`config.mk`:
```
export PLATFORM = sky130hd
export DESIGN_NAME = sdram_port_arbiter_flat
export DESIGN_NICKNAME = d
export VERILOG_FILES = /design/src/rtl/sdram_port_arbiter_if.sv /design/src/rtl/sdram_port_arbiter.sv /design/src/flat_wrapper.sv
export SDC_FILE = /design/constraint.sdc
export NUM_CORES = 1
export LEC_CHECK = 0
export BUFFER_PORTS_ARGS = -buffer_cell sky130_fd_sc_hd__buf_2
export CAP_MARGIN = 20
export CORE_MARGIN = 2
export CORE_UTILIZATION = 30
export CTS_BUF_LIST = sky130_fd_sc_hd__clkbuf_16
export DETAILED_ROUTE_END_ITERATION = 16
export HOLD_SLACK_MARGIN = 0.03
export SKIP_CTS_REPAIR_TIMING = 1
export SLEW_MARGIN = 20
export SYNTH_ARGS = -nofsm -noshare
export SYNTH_HDL_FRONTEND = slang
export SYNTH_SLANG_ARGS = --single-unit
```
`constraint.sdc`:
```
create_clock -name clk -period 2.1 [get_ports clk]
set_input_delay 0.315 -clock clk [delete_from_list [all_inputs] [get_ports clk]]
set_output_delay 0.315 -clock clk [all_outputs]
set_load 0.02 [all_outputs]
```
`src/rtl/sdram_port_arbiter_if.sv`:
```
// Requester-side and SDRAM-controller-side signals of the port arbiter.
// The arbiter takes the slave view; the requester/controller side takes master.
interface sdram_port_arbiter_if #(
  parameter int N_PORTS = 4,
  parameter int ADDR_W  = 24,
  parameter int DATA_W  = 16
);
  localparam int GW = $clog2(N_PORTS);

  logic [N_PORTS-1:0]        port_call;
  logic [N_PORTS-1:0]        port_we;
  logic [N_PORTS*ADDR_W-1:0] port_addr;
  logic [N_PORTS*DATA_W-1:0] port_wdata;
  logic [N_PORTS-1:0]        port_done;
  logic                      port_err;
  logic [DATA_W-1:0]         port_rdata;
  logic [1:0]                mem_call;
  logic [ADDR_W-1:0]         mem_addr;
  logic [DATA_W-1:0]         mem_wdata;
  logic [1:0]                mem_done;
  logic [DATA_W-1:0]         mem_rdata;
  logic                      busy;
  logic [GW-1:0]             grant_id;

  modport slave (
    input  port_call, port_we, port_addr, port_wdata,
    input  mem_done, mem_rdata,
    output port_done, port_err, port_rdata,
    output mem_call, mem_addr, mem_wdata,
    output busy, grant_id
  );

  modport master (
    output port_call, port_we, port_addr, port_wdata,
    output mem_done, mem_rdata,
    input  port_done, port_err, port_rdata,
    input  mem_call, mem_addr, mem_wdata,
    input  busy, grant_id
  );
endinterface

```
`src/rtl/sdram_port_arbiter.sv`:
```
// N-port arbiter in front of a single SDRAM controller.
// Fixed or round-robin grant, one access at a time, with a wait timeout.
module sdram_port_arbiter #(
  parameter int N_PORTS = 4,
  parameter int ADDR_W  = 24,
  parameter int DATA_W  = 16,
  parameter int RR_MODE = 0,
  parameter int TIMEOUT = 1023
) (
  input logic clk,
  input logic rst,
  sdram_port_arbiter_if.slave bus
);
  localparam int GW = $clog2(N_PORTS);
  localparam int CW = $clog2(TIMEOUT + 1);

  typedef enum logic [1:0] {IDLE, BUSY, DONE} state_t;

  state_t              state_q;
  logic [GW-1:0]       win_q;
  logic                we_q;
  logic [ADDR_W-1:0]   addr_q;
  logic [DATA_W-1:0]   wdata_q;
  logic [1:0]          mem_call_q;
  logic [N_PORTS-1:0]  done_q;
  logic                err_q;
  logic [DATA_W-1:0]   rdata_q;
  logic                busy_q;
  logic [GW-1:0]       ptr_q;
  logic [CW-1:0]       wait_q;
  logic [N_PORTS-1:0]  mask_q;

  logic [N_PORTS-1:0]  req;
  logic                found_d;
  logic [GW-1:0]       win_d;
  logic [GW-1:0]       ptr_d;
  logic                hit;
  logic [N_PORTS-1:0]  win_oh;
  int                  j;

  // Served port is masked for one IDLE cycle so a lingering call is not re-granted
  assign req    = bus.port_call & ~mask_q;
  assign hit    = we_q ? bus.mem_done[1] : bus.mem_done[0];
  assign win_oh = {{(N_PORTS-1){1'b0}}, 1'b1} << win_q;

  always_comb begin
    found_d = 1'b0;
    win_d   = '0;
    j       = 0;
    for (int k = 0; k < N_PORTS; k++) begin
      j = (RR_MODE != 0) ? int'(ptr_q) + k : k;
      if (j >= N_PORTS) j = j - N_PORTS;
      if (!found_d && req[GW'(j)]) begin
        found_d = 1'b1;
        win_d   = GW'(j);
      end
    end
  end

  assign ptr_d = (win_d == GW'(N_PORTS - 1)) ? '0 : win_d + 1'b1;

  always_ff @(posedge clk) begin
    if (rst) begin
      state_q    <= IDLE;
      win_q      <= '0;
      we_q       <= 1'b0;
      addr_q     <= '0;
      wdata_q    <= '0;
      mem_call_q <= '0;
      done_q     <= '0;
      err_q      <= 1'b0;
      rdata_q    <= '0;
      busy_q     <= 1'b0;
      ptr_q      <= '0;
      wait_q     <= '0;
      mask_q     <= '0;
    end else begin
      done_q <= '0;
      err_q  <= 1'b0;
      unique case (state_q)
        IDLE: begin
          mask_q <= '0;
          if (found_d) begin
            state_q    <= BUSY;
            win_q      <= win_d;
            we_q       <= bus.port_we[win_d];
            addr_q     <= bus.port_addr[int'(win_d)*ADDR_W +: ADDR_W];
            wdata_q    <= bus.port_wdata[int'(win_d)*DATA_W +: DATA_W];
            mem_call_q <= {bus.port_we[win_d], ~bus.port_we[win_d]};
            busy_q     <= 1'b1;
            wait_q     <= '0;
            ptr_q      <= ptr_d;
          end
        end
        BUSY: begin
          if (hit) begin
            mem_call_q <= '0;
            if (!we_q) rdata_q <= bus.mem_rdata;
            done_q     <= win_oh;
            state_q    <= DONE;
          end else if (wait_q == CW'(TIMEOUT - 1)) begin
            mem_call_q <= '0;
            done_q     <= win_oh;
            err_q      <= 1'b1;
            state_q    <= DONE;
          end else begin
            wait_q <= wait_q + 1'b1;
          end
        end
        DONE: begin
          state_q <= IDLE;
          busy_q  <= 1'b0;
          mask_q  <= win_oh;
        end
        default: state_q <= IDLE;
      endcase
    end
  end

  assign bus.port_done  = done_q;
  assign bus.port_err   = err_q;
  assign bus.port_rdata = rdata_q;
  assign bus.mem_call   = mem_call_q;
  assign bus.mem_addr   = addr_q;
  assign bus.mem_wdata  = wdata_q;
  assign bus.busy       = busy_q;
  assign bus.grant_id   = win_q;
endmodule
```
`src/flat_wrapper.sv`:
```
// flat-port wrapper written by rule: the top's interface ports become plain ports
module sdram_port_arbiter_flat 
#(
  parameter int N_PORTS = 4,
  parameter int ADDR_W  = 24,
  parameter int DATA_W  = 16,
  parameter int RR_MODE = 0,
  parameter int TIMEOUT = 1023
)
  (clk, rst, bus_port_call, bus_port_we, bus_port_addr, bus_port_wdata, bus_mem_done, bus_mem_rdata, bus_port_done, bus_port_err, bus_port_rdata, bus_mem_call, bus_mem_addr, bus_mem_wdata, bus_busy, bus_grant_id);
  sdram_port_arbiter_if #(.N_PORTS(N_PORTS), .ADDR_W(ADDR_W), .DATA_W(DATA_W)) bus_i ();
  input logic clk;
  input logic rst;
  input wire logic [$bits(bus_i.port_call)-1:0] bus_port_call;
  input wire logic [$bits(bus_i.port_we)-1:0] bus_port_we;
  input wire logic [$bits(bus_i.port_addr)-1:0] bus_port_addr;
  input wire logic [$bits(bus_i.port_wdata)-1:0] bus_port_wdata;
  input wire logic [$bits(bus_i.mem_done)-1:0] bus_mem_done;
  input wire logic [$bits(bus_i.mem_rdata)-1:0] bus_mem_rdata;
  output wire logic [$bits(bus_i.port_done)-1:0] bus_port_done;
  output wire logic [$bits(bus_i.port_err)-1:0] bus_port_err;
  output wire logic [$bits(bus_i.port_rdata)-1:0] bus_port_rdata;
  output wire logic [$bits(bus_i.mem_call)-1:0] bus_mem_call;
  output wire logic [$bits(bus_i.mem_addr)-1:0] bus_mem_addr;
  output wire logic [$bits(bus_i.mem_wdata)-1:0] bus_mem_wdata;
  output wire logic [$bits(bus_i.busy)-1:0] bus_busy;
  output wire logic [$bits(bus_i.grant_id)-1:0] bus_grant_id;
  assign bus_i.port_call = bus_port_call;
  assign bus_i.port_we = bus_port_we;
  assign bus_i.port_addr = bus_port_addr;
  assign bus_i.port_wdata = bus_port_wdata;
  assign bus_i.mem_done = bus_mem_done;
  assign bus_i.mem_rdata = bus_mem_rdata;
  assign bus_port_done = bus_i.port_done;
  assign bus_port_err = bus_i.port_err;
  assign bus_port_rdata = bus_i.port_rdata;
  assign bus_mem_call = bus_i.mem_call;
  assign bus_mem_addr = bus_i.mem_addr;
  assign bus_mem_wdata = bus_i.mem_wdata;
  assign bus_busy = bus_i.busy;
  assign bus_grant_id = bus_i.grant_id;
  sdram_port_arbiter #(.N_PORTS(N_PORTS), .ADDR_W(ADDR_W), .DATA_W(DATA_W), .RR_MODE(RR_MODE), .TIMEOUT(TIMEOUT)) u_core (.clk(clk), .rst(rst), .bus(bus_i));
endmodule
```
== Yosys cells after proc, flatten, opt, wreduce, memory -nomap -nowiden ==
Cells that the tools add are included.

* Add/sub/neg operators: 1
* Multiply operators: 1
* Div/mod/pow operators: 0
* Order comparisons: 1
* Eq/ne operators: 7
* Shift operators: 3
* Mux-type cells: 24
* Bitwise operators: 5
* Reductions and logical operators: 13

{| class="wikitable"
|+ Operators with widths
! kind !! count
|-
| $shiftx A96 B32 Y24 || 1
|-
| $shiftx A64 B6 Y16 || 1
|-
| $mux W10 || 3
|-
| $pmux W10 S2 || 1
|-
| $mux W2 || 6
|-
| $pmux W2 S2 || 3
|-
| $add A10 B1 Y10 const B || 1
|-
| $eq A10 B10 Y1 const B || 1
|-
| $mux W4 || 2
|-
| $mux W1 || 7
|-
| $reduce_and A2 Y1 || 3
|-
| $reduce_and A3 Y1 || 2
|-
| $ne A2 B2 Y1 const B || 2
|-
| $reduce_and A4 Y1 || 1
|-
| $reduce_bool A2 Y1 || 2
|-
| $shl A1 B2 Y4 const A || 1
|-
| $lt A1 B3 Y1 const B || 1
|-
| $mul A1 B2 Y3 const B || 1
|-
| $ne A3 B1 Y1 const B || 1
|-
| $not A1 Y1 || 3
|-
| $reduce_or A3 Y1 || 1
|-
| $and A2 B2 Y2 || 1
|-
| $bmux W1 S2 || 1
|-
| $eq A2 B1 Y1 const B || 1
|-
| 8 further kinds || 8
|}

* Flip-flop bits (word level): 81
* Bits in latches: 0
* Memory bits (writable): 0
* Bits in read-only memories: 0
* Output and inout port bits: 66
* Logic and storage cells: 67
* Memories: 0

== Longest topological paths before layout ==
Gate-level depths: netlist of the first run.

* Word-level depth: 11
* Gate-level depth with buffers: 7
* Mapped depth without buffers: 6

== Least setup slack after synthesis of the first run ==
No wires, ideal clock.

* Path type: flip-flop to flip-flop
* Start point: register u_core.wait_q[0]
* End point: register u_core.wait_q[5]
* Arrival time: 1.463 ns
* Data required time: 1.977 ns
* Setup slack: 0.514 ns
* Cell stages (with the launch flop): 7
* Period minus slack after synthesis: 1.586 ns
* Cells stage by stage: dfxtp_1 -> inv_1 -> ha_1 -> nand4_1 -> or3_1 -> nand4_1 -> mux2_1

* Longest elaborated chain between the ends: 4
* Elaborated cells on any way between the ends: 7
* Classes of those cells: add/sub (1); eq/ne (2); mux (3); reduce/logical (1)

{| class="wikitable"
|+ Ends and longest elaborated chain
! what !! RTL line !! source
|-
| start: declaration || sdram_port_arbiter.sv:30 || <nowiki>logic [CW-1:0] wait_q;</nowiki>
|-
| start signal: assignment || sdram_port_arbiter.sv:107 || <nowiki>wait_q <= wait_q + 1'b1;</nowiki>
|-
| $add A10 B1 Y10 || sdram_port_arbiter.sv:107 ||
|-
| $mux W10 || sdram_port_arbiter.sv:101 || <nowiki>end else if (wait_q == CW'(TIMEOUT - 1)) begin</nowiki>
|-
| $mux W10 || sdram_port_arbiter.sv:96 || <nowiki>if (hit) begin</nowiki>
|-
| $pmux W10 S2 || sdram_port_arbiter.sv:80 || <nowiki>unique case (state_q)</nowiki>
|}

Several ways; a longest one is shown, not always the timed one. The select of a mux whose other input is x is not followed.
A chain may end at the register's enable or synchronous reset.

== Worst setup path in the final report of the first run ==
* Start point: register u_core.wait_q[1]
* End point: register u_core.mem_call_q[0] (netlist: u_core.bus.mem_call[0])

* Longest elaborated chain between the ends: 3

{| class="wikitable"
|+ Ends and longest elaborated chain
! what !! RTL line !! source
|-
| $eq A10 B10 Y1 || sdram_port_arbiter.sv:101 ||
|-
| $ne A3 B1 Y1 (no line) || n/a ||
|-
| $reduce_and A3 Y1 (no line) || n/a ||
|-
| end signal: assignment || sdram_port_arbiter.sv:89 || <nowiki>mem_call_q <= {bus.port_we[win_d], ~bus.port_we[win_d]};</nowiki>
|-
| end: declaration || sdram_port_arbiter.sv:24 || <nowiki>logic [1:0] mem_call_q;</nowiki>
|}

Every way passes these cells.

==> reports/results.env, run 1 <==
CLOCK_TREE_FROM_TRITONCTS='done'
DIE_WIDTH_UM=109.6
FINALWORSTPATHREQUIREDPERIOD_NS=1.760
SYNTH_TOP_AREA_SHARE_PCT=46.64
DIE_H_UM=109.6
MAXCLOCKFREQUENCY_MHz=568.1
TIMING.RR.END='u_core.bus.mem_call[0]'
TIMING.FINAL.WS_SETUP_NS=0.3396
WORSTHOLDPATHCELLS=3
SETUP_SLACK_PLACEMENT_NS=0.3121
COUNT_OF_ENDPOINTS_FAILING_SETUP_IN_THE_FINAL_REPORT=0
IOS=254
FIN_CLK_SKEW_NS=0.006083
FF2FF_SETUP_SLACK_NS=0.34
WORSTMARGINPINSLEW_NS=0.6674
YOSYS.CELL_TYPES.COUNT=45
FLOORPLAN.ROWS=38
REQUIRED_NS=2.33
SLEW-LIMIT-HEADROOM_PCT=55.37
FIRSTDRTPASSITERS=4
FINAL_LAYOUT_SIZE_SUFFIX_GT1_SHARE_PCT=36.42
SYNTH.YOSYS.SEQ_AREA_SHARE_PCT=46.64
NUMCLOCKSINKS=78
STATUS='finished clean'
HOLD_PATH_CLASS='primary input to flop'
MEAN_POST_SYNTH_CELL_AREA_UM2=9.074
ROOT_BUFFER='clkbuf_16'
COREAREA_MM2=0.01089
CP_MAX_FO=6
REG2REG_DEPTH=5
ANTENNA_CELLS_INSERTED=0
AREA_GROWTH_SYN_TO_LAYOUT_PCT=36.73
TOP_FLIP_FLOP_CELL_BY_INSTANCE_COUNT_AFTER_SYNTHESIS='dfxtp_1'
SYN_AREA_MM2=0.003348
STATIC-LEAKAGE-POWER_nW=2.233
SYNTH.FF_LATCH_COUNT=78
DRT-INITIAL-DRC-COUNT=108
CRITICAL_PATH.STARTPOINT='u_core.wait_q[1]'
WORSTSKEWPAIRLATENCY_NS=0.33
TOTALWIRELENGTH_UM=8754
FINALPOWER_mW=4.006
DRV_SLEW=0
STARTING_DENSITY_OF_THE_CORE_PCT=30.75
RSZ_0062_RAISED_AFTER_GLOBAL_ROUTING='no'
HPWLAFTERDP_UM=6509
R2R-START='u_core.wait_q[1]'
WORST_PATH_MAX_DELAY_CELL='dfxtp_1'
FINAL_NET_COUNT=715
ANTENNA_VIOLATIONS_BEFORE_REPAIR=0
SYNTH.TOP_CELLS.BY_AREA='dfxtp_1 (47%), mux2i_1 (13%), a211oi_1 (9.0%)'
CPPEAKSTAGEDELAY_NS=0.44
CELLPOWERDENSITY_mW_PER_MM2=875.0
IR_DROP_V=0.0004246
PLACE_CONGESTION=0.8436
ROUTE.ANTENNA.REMAINING_NETS=0
YOSYSMOSTFREQUENTCELL='dfxtp_1'
SYNTH_CELLS=369
PATH_DELAY_FAMILY='simple AND/OR/NAND/NOR gates'
START_KIND='flop'
GLOBALROUTETOTALUTIL_PCT=14.76
POST-ROUTE-DRC-COUNT=0
DIE_AREA_MM2=0.01202
CRITICAL_PATH_CELL_LIST='ha_1 -> nand4_1 -> nor3_2 -> o21ai_1 -> a32o_1'
WIRE_LENGTH_OF_THE_FIRST_GLOBAL_ROUTING_PASS_UM=13810
DR_TOTAL_VIAS=3165
WORSTSETUPPATHDEPTH=5
VIASPERCELL=4.724
GRT_REMAINING_OVERFLOW=0
CTS-BUFFERS-INSERTED=9
ROUTED_WIRE_LENGTH_PER_INSTANCE_UM=13.07
CLOCK_TREE.BUFFER_DEPTH=2
TNS_NS=0
FINAL.PERIOD_UTILIZATION_PCT=83.83
SYNTH_ENABLE_FLOP_CELLS=0
POSTLAYOUTCOREUTIL_PCT=42.05
GRT_PASS1_VIAS=3047
SYNTH_TOP_CELLS_BY_COUNT='dfxtp_1 (78), nor2_1 (50), mux2i_1 (42), a211oi_1 (40), nand2_1 (39)'
FINAL-HOLD-VIOLATION-COUNT=0
END_KIND='flop'
MAXIMUM_NUMBER_OF_PINS_ON_ONE_NET_BEFORE_GLOBAL_ROUTE_REPAIR=67
SETUP.WORST_PATH.CLASS='flop to flop'
CRITPATHARRIVALTIME_NS=1.99
SYNTH_TOP_AREA_CELL='dfxtp_1'
TIMING.MAX_CAP.VIOLATIONS=0
CRITICAL_PATH_BUF_INV_COUNT=0
WORSTSETUPENDPOINT='u_core.bus.mem_call[0]'
YS_WARN_COUNT=0
CLK_TRANSITION_REPORTED_PATHS_NS=0.06
CTSHTREEMAXLEVEL=3
IO_BUFFER_COUNT=166
POSTSYNTH.ASYNCRESETSHARE_PCT=0
metrics by stage:
stage                     hold slack, ns  instance area, um2  cells
after global placement            0.4392                4288    654
after detailed placement          0.4441                4288    654
final                             0.2164                4578    670
after global routing              0.2155                4578    670
after floorplan                   0.4483                3356    371
after CTS                         0.2034                4578    670
final cells by class:
type	instances	area, um2
sequential	78	1562
inverter	6	22.52
clock buffer	9	225.2
multi-input combinational	258	1628
clock inverter	7	65.06
fill	1092	6310
tap	140	175.2
timing repair buffer	172	900.9
cell families (layout without fill, tap and decap cells):
logic type / count (synthesis) / after routing / synth area share (%)
AOI/OAI and AO/OA: 84 / 84 / 17.19
adders and majority gates: 2 / 2 / 0.7473
buffers and inverters: 35 / 194 / 5.082
DFF: 78 / 78 / 46.64
muxes: 45 / 45 / 13.56
other: 1 / 3 / 0.1120
and+or+nand+nor: 124 / 124 / 16.67
state kept, by name (all words and copies together), names as in the netlist:
signal,cells
u_core.bus.port_rdata,16
u_core.bus.mem_call,2
u_core.mask_q,2
u_core.state_q,2
u_core.we_q,1
u_core.bus.busy,1
u_core.bus.port_done,2
u_core.bus.grant_id,1
u_core.bus.mem_wdata,16
u_core.bus.mem_addr,24
u_core.bus.port_err,1
u_core.wait_q,10
worst min-delay path by stage:
stage                              from                   endpoint  slack (ns)
5_1_grt               bus_mem_rdata[12]  u_core.bus.port_rdata[12]        0.22
3_3_place_gp   u_core.bus.port_rdata[3]   u_core.bus.port_rdata[3]        0.44
3_5_place_dp   u_core.bus.port_rdata[2]   u_core.bus.port_rdata[2]        0.44
6_report               bus_mem_rdata[5]   u_core.bus.port_rdata[5]        0.22
2_1_floorplan          u_core.wait_q[9]           u_core.wait_q[9]        0.45
4_1_cts               bus_mem_rdata[12]  u_core.bus.port_rdata[12]        0.20
layout by cell type, fill, tap and decap left out, types with 3 or more instances in the layout:
master      count
a211oi_1       40
a21oi_1        23
a311oi_1        3
and2_1          3
and3_1          5
buf_2         166
buf_4           4
clkbuf_16       9
clkinvlp_4      3
conb_1          3
dfxtp_1        78
inv_1           6
mux2_1          3
mux2i_1        42
nand2_1        38
nand3_1         3
nand4_1         6
nor2_1         50
nor3_1          3
o21ai_0         3
o21ai_1         3
or3_1           3
power by group:
group / switching [mW] / internal, mW / total, mW
registers: 0.0703 / 1.61 / 1.68
clock network: 0.607 / 0.909 / 1.52
logic: 0.494 / 0.314 / 0.807
total: 1.17 / 2.83 / 4.01
metal layers:
metal / share of wire [%] / GRT usage (%) / up-vias
met5: 0 / 0 / -
met4: 2.1 / 7.776 / 0
met3: 8.8 / 4.505 / 12
met2: 47 / 25.04 / 128
met1: 42 / 16.59 / 1399
li1: - / - / 1626
worst reg2reg max path, cell delays in order (launching register included):
cell,delay (ns)
dfxtp_1,0.44
ha_1,0.19
nand4_1,0.15
nor3_2,0.39
o21ai_1,0.24
a32o_1,0.26
(Power assumes the default switching activity.)
==> inputs of run 2 (changes only) <==
PLACE_DENSITY = 0.65   (was default)
clock period = 1.5 ns   (was 2.1 ns; I/O delays follow)
==> run 2 against run 1 <==
  * The flow now finishes with violations (negative setup slack)
  * Sequential share of layout area decreased by 3.3 points
  * Via count increased by 7.0%
  * Clock-buffer cell count is the same
  * Design area rose by 11%
  * Worst hold slack lost 0.099 ns
  * Largest power group unchanged
  * Combinational power increased by 64%
  * Non-clock buffer count increased by 36
  * Largest cell class unchanged
  * Setup slack lost 0.42 ns
  * Clock skew shrank 0.00073 ns
==> reports/results.env, run 2 (same netlist as run 1, synthesis figures left out) <==
STATUS='complete, but fails checks'
VIOLATIONS='negative setup slack'
CRITICAL_PATH_CELL_LIST='inv_2 -> ha_4 -> nand4_1 -> or3_4 -> nand4_1 -> mux2_4'
CRITPATHARRIVALTIME_NS=1.81  # -0.18 ns
HOLD_PATH_CLASS='primary input to flop'
MAXCLOCKFREQUENCY_MHz=631.9  # +11%
TIMING.FINAL.WS_SETUP_NS=-0.08244  # -0.4221 ns
FINAL_DESIGN_AREA_NO_FILL_MM2=0.005092  # +11%
CLOCK_TREE_FROM_TRITONCTS='done'
HPWLAFTERDP_UM=6580  # +1.1%
FINALWORSTPATHREQUIREDPERIOD_NS=1.582  # -0.1779 ns
POST-ROUTE-DRC-COUNT=0  # unchanged
CLOCK_TREE.BUFFER_DEPTH=2  # unchanged
NUMCLOCKSINKS=78  # unchanged
FILLERINSTANCES=1034  # -5.3%
TOTALWIRELENGTH_UM=9645  # +10%
FINALPOWER_mW=5.993  # +50%
ROOT_BUFFER='clkbuf_16'
CTSHTREEMAXLEVEL=3  # unchanged
FINAL_NET_COUNT=751  # +5.0%
IO_BUFFER_COUNT=166  # unchanged
COUNT_OF_ENDPOINTS_FAILING_SETUP_IN_THE_FINAL_REPORT=5  # +5
CRITICAL_PATH_BUF_INV_COUNT=1  # +1
IR_DROP_V=0.0006724  # +58%
FINAL.PERIOD_UTILIZATION_PCT=105.5  # +22 points
DIE_AREA_MM2=0.01202  # unchanged
MAXIMUM_NUMBER_OF_PINS_ON_ONE_NET_BEFORE_GLOBAL_ROUTE_REPAIR=75  # +12%
COREAREA_MM2=0.01089  # unchanged
DRV_SLEW=0  # unchanged
WORSTSKEWPAIRLATENCY_NS=0.34  # about the same
VIASPERCELL=4.799  # +1.6%
END_KIND='flop'
CPPEAKSTAGEDELAY_NS=0.39  # -0.05 ns
START_KIND='flop'
DIE_WIDTH_UM=109.6  # unchanged
ROUTE.ANTENNA.REMAINING_NETS=0  # unchanged
FIN_CLK_SKEW_NS=0.005358  # -0.0007256 ns
PATH_DELAY_FAMILY='simple AND/OR/NAND/NOR gates'
RSZ_0062_RAISED_AFTER_GLOBAL_ROUTING='yes'
SETUP.WORST_PATH.CLASS='flop to flop'
CELLPOWERDENSITY_mW_PER_MM2=1177  # +34%
CP_MAX_FO=3  # -3
POSTLAYOUTCOREUTIL_PCT=46.77  # +4.7 points
GRT_REMAINING_OVERFLOW=0  # unchanged
LAYOUT.CELLS.MOST_COMMON_LIST='buf_2 (166), dfxtp_1 (74), nor2_1 (50)'
CRIT_PATH_FREQUENT_CELL='nand4_1'
LAYOUT_COMMONEST_CELL='buf_2'
IOS=254  # unchanged
CLK_TRANSITION_REPORTED_PATHS_NS=0.06  # about the same
ROUTED_WIRE_LENGTH_PER_INSTANCE_UM=13.66  # +4.6%
CTS-BUFFERS-INSERTED=9  # unchanged
DR_TOTAL_VIAS=3388  # +7.0%
STARTING_DENSITY_OF_THE_CORE_PCT=30.75  # unchanged
FINAL_LAYOUT_SIZE_SUFFIX_GT1_SHARE_PCT=43.82  # +7.4 points
TIMING.MAX_CAP.VIOLATIONS=0  # unchanged
FIRSTDRTPASSITERS=4  # unchanged
FINAL-HOLD-VIOLATION-COUNT=0  # unchanged
SETUP_SLACK_PLACEMENT_NS=-0.1441  # -0.4562 ns
LARGEST_REGISTER_FF_COUNT=24  # unchanged
FLOORPLAN.ROWS=38  # unchanged
PLACE_CONGESTION=0.7949  # -5.8%
WORST_PATH_MAX_DELAY_CELL='or3_4'
STATIC-LEAKAGE-POWER_nW=2.494  # +12%
HOLD_WS_NS=0.1169  # -0.09947 ns
GLOBALROUTETOTALUTIL_PCT=14.97  # +0.21 points
WIRE_LENGTH_OF_THE_FIRST_GLOBAL_ROUTING_PASS_UM=13750  # -0.45%
PLACED_AREA_MM2=0.004528  # +5.6%
DRT-INITIAL-DRC-COUNT=120  # +11%
GRT_PASS1_VIAS=3063  # +0.53%
AREA_GROWTH_SYN_TO_LAYOUT_PCT=52.09
ANTENNA_CELLS_INSERTED=0  # unchanged
REQUIRED_NS=1.73  # -0.60 ns
ANTENNA_VIOLATIONS_BEFORE_REPAIR=0  # unchanged
DIE_H_UM=109.6  # unchanged
## run 2: path summary, 6_finish.rpt
path / to / startpoint / depth (start not counted) / slack (ns)
worst min register to register: u_core.bus.port_rdata[7] / u_core.bus.port_rdata[7] / 2 / 0.45
worst max register to register: u_core.wait_q[5] / u_core.wait_q[0] / 6 / -0.08
worst max-delay path: u_core.wait_q[5] / u_core.wait_q[0] / 6 / -0.08
worst min-delay path: u_core.bus.port_rdata[11] / bus_mem_rdata[11] / 3 / 0.12
## run 2: cell type report
type                       count  area, um2  share of cell area [%]
inverter                       6      22.52                  0.4423
timing repair buffer         208       1282                   25.18
clock buffer                   9      225.2                   4.423
multi-input combinational    258       1732                   34.00
clock inverter                 7      88.84                   1.744
sequential                    78       1567                   30.76
tap                          140      175.2                   3.440
## run 2: report_power, final
group          switching, mW  total [mW]  internal [mW]  leakage, nW
registers             0.0902        2.35           2.26        0.643
clock network          0.881        2.33           1.44        0.150
logic                  0.756        1.32          0.564         1.70
total                   1.73        5.99           4.27         2.49
## run 2: worst register-to-register path: cells and delay by family (launching register included)
| family | cells | cell delay [ns] |
|---|---|---|
| flops | 1 | 0.32 |
| simple gates | 3 | 0.66 |
| mux | 1 | 0.31 |
| fa+ha+maj | 1 | 0.12 |
| buf+inv | 1 | 0.07 |
## run 2: per-layer routing
metal	vias to the layer above	part of all wire (%)	GRT usage, %
li1	1701	-	-
met1	1556	42	17.03
met2	117	49	24.96
met3	14	6.6	4.801
met4	0	2.2	7.957
met5	-	0	0
## run 2: metrics by stage
stage	instances	setup TNS, ns
after global placement	680	-0.2922
after detailed placement	680	-0.5480
after floorplan	371	-0.07028
after global routing	706	-0.9911
after CTS	696	-0.6116
final	706	-0.3443
